### src/rtl/serial_addsub_unit.sv
// Bit-serial WIDTH-bit adder/subtractor with start/done handshake and result chaining.
// Optional signed-overflow flag output Ovf when SERIAL_ADDSUB_OVF_EN is defined.
module serial_addsub_unit #(
  parameter int WIDTH = 8,
  parameter int CNT_W = $clog2(WIDTH)
) (
  input  logic             CLK,
  input  logic             R,
  input  logic             St,
  input  logic             Mode,
  input  logic             Chain,
  input  logic [WIDTH-1:0] A,
  input  logic [WIDTH-1:0] B,
  output logic             Busy,
  output logic             Done,
  output logic [WIDTH-1:0] Result,
  output logic             Cout,
  output logic             Zero,
`ifdef SERIAL_ADDSUB_OVF_EN
  output logic             Ovf,
`endif
  output logic             state_dbg
);

  // Handshake: a start is taken when St is high while idle (Busy low); Done pulses
  // for exactly one cycle when Result/Cout/Zero become valid, and St may be raised
  // in that same cycle to begin the next operation with no idle gap.
  typedef enum logic {
    IDLE  = 1'b0,
    SHIFT = 1'b1
  } state_t;

  state_t             state, state_next;
  logic [WIDTH-1:0]   acc, opb, acc_shift;
  logic [CNT_W-1:0]   cnt;
  logic               cb, mode_q;
  logic               x, y, c, s, co, last, start;

  // Serial cell and shift-path values for the current bit
  always_comb begin
    x = acc[0];
    y = opb[0];
    c = cb;
    s = x ^ y ^ c;
    if (mode_q) co = (~x & c) | (y & c) | (~x & y);
    else        co = (x & y) | (x & c) | (y & c);
    acc_shift = {s, acc[WIDTH-1:1]};
    last      = (cnt == CNT_W'(WIDTH - 1));
  end

  always_ff @(posedge CLK) begin
    if (R) state <= IDLE;
    else   state <= state_next;
  end

  always_comb begin
    state_next = state;
    case (state)
      IDLE:    if (St) state_next = SHIFT;
      SHIFT:   if (last) state_next = IDLE;
      default: state_next = IDLE;
    endcase
  end

  always_comb begin
    Busy      = (state == SHIFT);
    start     = (state == IDLE) && St;
    state_dbg = state;
  end

  always_ff @(posedge CLK) begin
    if (R) begin
      acc    <= '0;
      opb    <= '0;
      cnt    <= '0;
      cb     <= 1'b0;
      mode_q <= 1'b0;
      Result <= '0;
      Cout   <= 1'b0;
      Zero   <= 1'b1;
      Done   <= 1'b0;
`ifdef SERIAL_ADDSUB_OVF_EN
      Ovf    <= 1'b0;
`endif
    end else begin
      Done <= 1'b0;
      if (start) begin
        // Chain reuses the last completed result as the first operand
        acc    <= Chain ? Result : A;
        opb    <= B;
        cb     <= 1'b0;
        cnt    <= '0;
        mode_q <= Mode;
      end else if (state == SHIFT) begin
        acc <= acc_shift;
        opb <= {opb[0], opb[WIDTH-1:1]};
        cb  <= co;
        cnt <= cnt + CNT_W'(1);
        if (last) begin
          Result <= acc_shift;
          Cout   <= co;
          Zero   <= (acc_shift == '0);
          Done   <= 1'b1;
`ifdef SERIAL_ADDSUB_OVF_EN
          // carry into MSB xor carry out of MSB = signed overflow
          Ovf    <= cb ^ co;
`endif
        end
      end
    end
  end

endmodule

### config.mk
export PLATFORM = sky130hd
export DESIGN_NAME = serial_addsub_unit
export DESIGN_NICKNAME = d
export VERILOG_FILES = /design/src/rtl/serial_addsub_unit.sv
export SDC_FILE = /design/constraint.sdc
export NUM_CORES = 1
export LEC_CHECK = 0
export ABC_AREA = 1
export CAP_MARGIN = 25
export CELL_PAD_IN_SITES_DETAIL_PLACEMENT = 2
export CELL_PAD_IN_SITES_GLOBAL_PLACEMENT = 2
export CORE_MARGIN = 2
export CORE_UTILIZATION = 34
export CTS_CLUSTER_DIAMETER = 60
export DETAILED_ROUTE_END_ITERATION = 12
export DONT_BUFFER_PORTS = 1
export PLACE_DENSITY_LB_ADDON = 0.2
export SETUP_SLACK_MARGIN = 0.3
export SLEW_MARGIN = 20
export SYNTH_ARGS = -nofsm -noshare
export SYNTH_HDL_FRONTEND = slang
export SYNTH_SLANG_ARGS = --single-unit
### constraint.sdc
create_clock -name CLK -period 1.71 [get_ports CLK]
set_clock_uncertainty 0.1 [all_clocks]
set_input_delay 0.342 -clock CLK [delete_from_list [all_inputs] [get_ports CLK]]
set_output_delay 0.342 -clock CLK [all_outputs]
set_load 0.05 [all_outputs]
# Word level (Yosys, flattened, before mapping)
# Cells that the tools add are included.
dict set report word_totals {
  romBits 0
  input_bits 21
  mem_bits_rw 0
  regBits 33
  latch_bits 0
  mem_count 0
  wordCells 42
  output_inout_bits 13
}
dict set report classes {
  n_reduce_logical 6
  muxes 10
  multipliers 0
  eq_ne 1
  order_cmp 0
  n_shift 0
  add_sub_neg 1
  n_div 0
  n_bitwise 14
}
# cell count
set ops {}
lappend ops {{8-bit two-way mux} 5}
lappend ops {{8-bit zero test} 1}
lappend ops {{1-bit AND} 5}
lappend ops {{1-bit two-way mux} 4}
lappend ops {{1-bit OR} 4}
lappend ops {{3-bit by 1-bit adder with 3-bit output, second input constant} 1}
lappend ops {{3-bit equality test, second input constant} 1}
lappend ops {{1-bit NOT} 3}
lappend ops {{3-bit AND reduction} 1}
lappend ops {{3-bit OR reduction} 1}
lappend ops {{1-bit case mux with 2 select lines} 1}
lappend ops {{2-bit nonzero test} 1}
lappend ops {{2-bit OR reduction} 1}
lappend ops {{1-bit XOR} 2}
lappend ops {{1-bit logical AND} 1}

# Longest topological paths before layout
dict set report depth {
  word_depth 5
  ltp_mapped 6
  mapped_depth_nobuf 6
}

# Least setup slack after synthesis
# Ideal clock, no wire load.
dict set report synth_path {
  kind {flip-flop to flip-flop}
  start {reg state, in the netlist Busy}
  end {reg opb[3]}
  setup_ns 0.109
  period_less_slack_ns 1.562
  t_required_ns 1.501
  arrival_ns 1.353
  path_stages_with_launch 7
  path_slack_ns 0.148
  n_path_buf 1
  path_cell_list {dfxtp_1 inv_1 buf_2 nand3_1 nand3_1 nand2_1 inv_1}
}
dict set report synth_between {
  elab_chain_cells 3
  word_cells_on_any_way 4
  cone_classes {mux (1); bitwise (1); reduce/logical (2)}
}
# item line
set synth_lines {}
lappend synth_lines {{start: declaration} 33} ;# state_t state, state_next;
lappend synth_lines {{start signal: assignment} 53} ;# else state <= state_next;
lappend synth_lines {{1-bit NOT (no source line)} --}
lappend synth_lines {{1-bit logical AND} 67} ;# start = (state == IDLE) && St;
lappend synth_lines {{8-bit two-way mux / 2-bit nonzero test (equally long branches)} --}
lappend synth_lines {{end signal: assignment} 96} ;# opb <= {opb[0], opb[WIDTH-1:1]};
lappend synth_lines {{end: declaration} 34} ;# logic [WIDTH-1:0] acc, opb, acc_shift;
# Parallel ways exist; a longest one is shown, timed or not.
# A chain may end at the register's enable or synchronous reset.

# Worst setup path after layout
dict set report layout_path {
  start {reg acc[0]}
  end {reg acc[7]}
}
dict set report layout_between {
  elab_chain_cells 4
}
# item line
set layout_lines {}
lappend layout_lines {{start: declaration} 34}
lappend layout_lines {{start signal: assignment} 89} ;# acc <= Chain ? Result : A;
lappend layout_lines {{start signal: assignment} 95} ;# acc <= acc_shift;
lappend layout_lines {{1-bit XOR (2 in series)} 44} ;# s = x ^ y ^ c;
lappend layout_lines {{8-bit two-way mux} 94} ;# end else if (state == SHIFT) begin
lappend layout_lines {{8-bit two-way mux} 87} ;# if (start) begin
# No other way between the ends. The select of a mux whose other input is x is not followed.

==> flow_metrics.env <==
export IMPL_wl_mm=4.84
export IMPL_cts_root_buf="clkbuf_8"
export IMPL_synth_area_top_cells="dfxtp_1 42%, nand2_1 16%, inv_1 8.6%"
export IMPL_cts_buffers=5
export IMPL_cp_arrival_ns=1.47
export IMPL_netlist_area_leader_share_pct=42.0
export IMPL_p_switching_w=0.000455
export IMPL_p_sw_share_pct=28.1
export IMPL_hold_depth=1
export IMPL_ios=34
export IMPL_hold_path_class="in2reg"
export IMPL_die_area_sq_um=5190
export IMPL_place_congestion=0.814
export IMPL_syn_nets=246
export IMPL_p_comb_share_pct=12.8
export IMPL_slew_viol_final=0
export IMPL_clkSlewWorstSetupHoldPaths_ns=0.07
export IMPL_port_buffers=0
export IMPL_endpoint_kind="register"
export IMPL_drc_errors=0
export IMPL_crit_path_max_fanout=3
export IMPL_synth_edff_count=0
export IMPL_hold_ws_ns=0.00847
export IMPL_hold_viol=0
export IMPL_syn2layout_area_growth_pct=16.1
export IMPL_vias=1471
export IMPL_ir_drop_mv=0.414
export IMPL_rows=24
export IMPL_cts_tree="built"
export IMPL_dpl_hpwl_mm=3.26
export IMPL_final_setup_tns_ns=0
export IMPL_fill_cells=539
export IMPL_routedWlPerCell_um=16.8
export IMPL_synthCells=221
export IMPL_instances_no_fill=288
export IMPL_ff2ff_path_depth=5
export IMPL_rsz0062_at_grt="yes"
export IMPL_dp_cells=270
export IMPL_max_slew_margin_pct=66.3
export IMPL_grt_pass1_vias=1592
export IMPL_n_antenna_cell=0
export IMPL_pwr_share_clk_pct=36.0
export IMPL_seqPwrFrac_pct=51.3
export IMPL_intPower_w=0.00116
export IMPL_syn_area_sq_um=1570
export IMPL_core_area_sq_um=4410
export IMPL_chipWidth_um=72.0
export IMPL_clk_latency_ns=0.29
export IMPL_antenna_found_initial=0
export IMPL_layout_drive_gt1_share_pct=19.1
export IMPL_cap_violations=0
export IMPL_h_tree_depth=2
export IMPL_hp_start="R"
export IMPL_synth_seq_cells=33
export IMPL_hold_buffers=0
export IMPL_synth_avg_cell_area_sq_um=7.12
export IMPL_setup_violations=0
export IMPL_drt_initial_drc_count=44
export IMPL_period_share_pct=80.6
export IMPL_min_period_ns=1.38
export IMPL_grt_max_degree=19
export IMPL_track_usage_pct=20.0
export IMPL_status="finished clean"
export IMPL_ys_seq_area_share_pct=42.0
export IMPL_fin_nets=260
export IMPL_max_clock_freq_mhz=725
export IMPL_yosys_most_used_dff="dfxtp_1"
export IMPL_p_leak_nw=0.891
export IMPL_fp_dieH_um=72.0
export IMPL_via_per_inst=5.11
export IMPL_synthTopCellsByCount="67 x nand2_1, 36 x inv_1, 33 x dfxtp_1"
export IMPL_cts_sinks=33
export IMPL_r2r_start="acc[0]"
export IMPL_start_util_pct=35.7
export IMPL_synth_warnings=0
export IMPL_worstSetupStartpointType="register"
export IMPL_ant_nets=0
export IMPL_cp_required_ns=1.80
export IMPL_clk_path_buf_depth=2
export IMPL_tightestPinTransition_ns=0.505
export IMPL_synthArstFlopShare_pct=0
export IMPL_yosysMostFrequentCell="nand2_1"
export IMPL_rr_endpoint="acc[7]"
export IMPL_synth_top_area_cell="dfxtp_1"
export IMPL_critPathKind="reg2reg"
export IMPL_utilization_pct=41.4
export IMPL_overflow=0
export IMPL_whs_endpoint="acc[7]"
export IMPL_p_per_area_nw_per_um2=885
export IMPL_rrSetupSlack_ns=0.33
export IMPL_grt_first_pass_wirelength_mm=7.91
export IMPL_synthDistinctLibCells=22
export IMPL_drt_first_pass_iters=4
==> critical path: stages (launching register included) <==
cell and delay (ns):
dfxtp_2 0.35, inv_2 0.04, fa_2 0.56, nor2_2 0.05
a21oi_2 0.11, a21oi_2 0.06
==> worst max-delay path by stage <==
| stage | start | end | slack [ns] | depth (start not counted) |
|---|---|---|---|---|
| after floorplan | acc[0] | acc[7] | 0.33 | 5 |
| after global placement | acc[0] | acc[7] | 0.21 | 5 |
| after detailed placement | acc[0] | acc[7] | 0.20 | 5 |
| after CTS | acc[0] | acc[7] | 0.26 | 5 |
| after global routing | acc[0] | c | 0.26 | 6 |
| final | acc[0] | acc[7] | 0.33 | 5 |
==> flip-flops by register name, indices dropped and copies added (netlist names) <==
| register | cells |
|---|---|
| Busy | 1 |
| mode_q | 1 |
| cnt | 3 |
| opb | 8 |
| Cout | 1 |
| Result | 8 |
| Done | 1 |
| Zero | 1 |
| c | 1 |
| acc | 8 |
==> cells by family (layout without fill, tap and decap cells) <==
| kind of cell | Yosys count | after routing | share of synthesized area [%] |
|---|---|---|---|
| xor+xnor | 1 | 1 | 0.557 |
| simple gates | 108 | 108 | 30.2 |
| flops | 33 | 33 | 42.0 |
| compound gates | 30 | 30 | 9.86 |
| fa+ha+maj | 4 | 4 | 4.13 |
| buf+inv | 45 | 60 | 13.3 |
==> through the flow <==
step                      area [sq um]  worst slack (ns)  total power (W)
final                             1830             0.331          0.00162
after global routing              1830             0.257          0.00170
after CTS                         1780             0.261          0.00162
after detailed placement          1620             0.199          0.00102
after global placement            1620             0.206          0.00101
after floorplan                   1580             0.333         0.000987
==> power groups by stage <==
| stage | logic [W] | registers (W) | clock network [W] |
|---|---|---|---|
| global route | 0.000234 | 0.000833 | 0.000634 |
| detailed placement | 0.000169 | 0.000851 | 0 |
| global placement | 0.000160 | 0.000849 | 0 |
| floorplan | 0.000144 | 0.000843 | 0 |
| finish | 0.000207 | 0.000830 | 0.000582 |
| CTS | 0.000195 | 0.000828 | 0.000598 |
==> routing by layer <==
layer | wire length [um] | global-route usage [%]
met4 | 92 | 6.92
met5 | 0 | 0
met3 | 165 | 5.14
met2 | 2530 | 36.3
met1 | 2050 | 22.8
==> layout make-up <==
cell class | count | area, sq um | share of cell area [%]
multi-input combinational | 143 | 734 | 40.2
inverter | 36 | 139 | 7.60
tap | 52 | 65.1 | 3.56
clock inverter | 2 | 10.0 | 0.548
timing repair buffer | 16 | 133 | 7.26
clock buffer | 6 | 72.6 | 3.97
sequential | 33 | 674 | 36.9
==> timing repair <==
action	CTS	global route
hold endpoints to repair	0	4
setup endpoints to repair	22	19
pin swaps	4	2
setup buffers	7	3
resized for setup	10	11
==> placed cells by master, fill, tap and decap left out, types with 2 or more instances in the layout <==
master | synthesis | final
a21oi_2 | 0 | 2
nand2_1 | 67 | 66
nor2_1 | 10 | 9
clkinv_2 | 0 | 2
nor2_2 | 1 | 2
o22ai_1 | 2 | 2
inv_1 | 36 | 34
clkbuf_8 | 0 | 5
nand3_1 | 26 | 26
o21ai_1 | 1 | 3
o21ai_0 | 7 | 5
dfxtp_2 | 0 | 8
a21oi_1 | 19 | 17
dfxtp_1 | 33 | 24
buf_4 | 3 | 15
No activity file was read; power rests on OpenSTA's default activity.
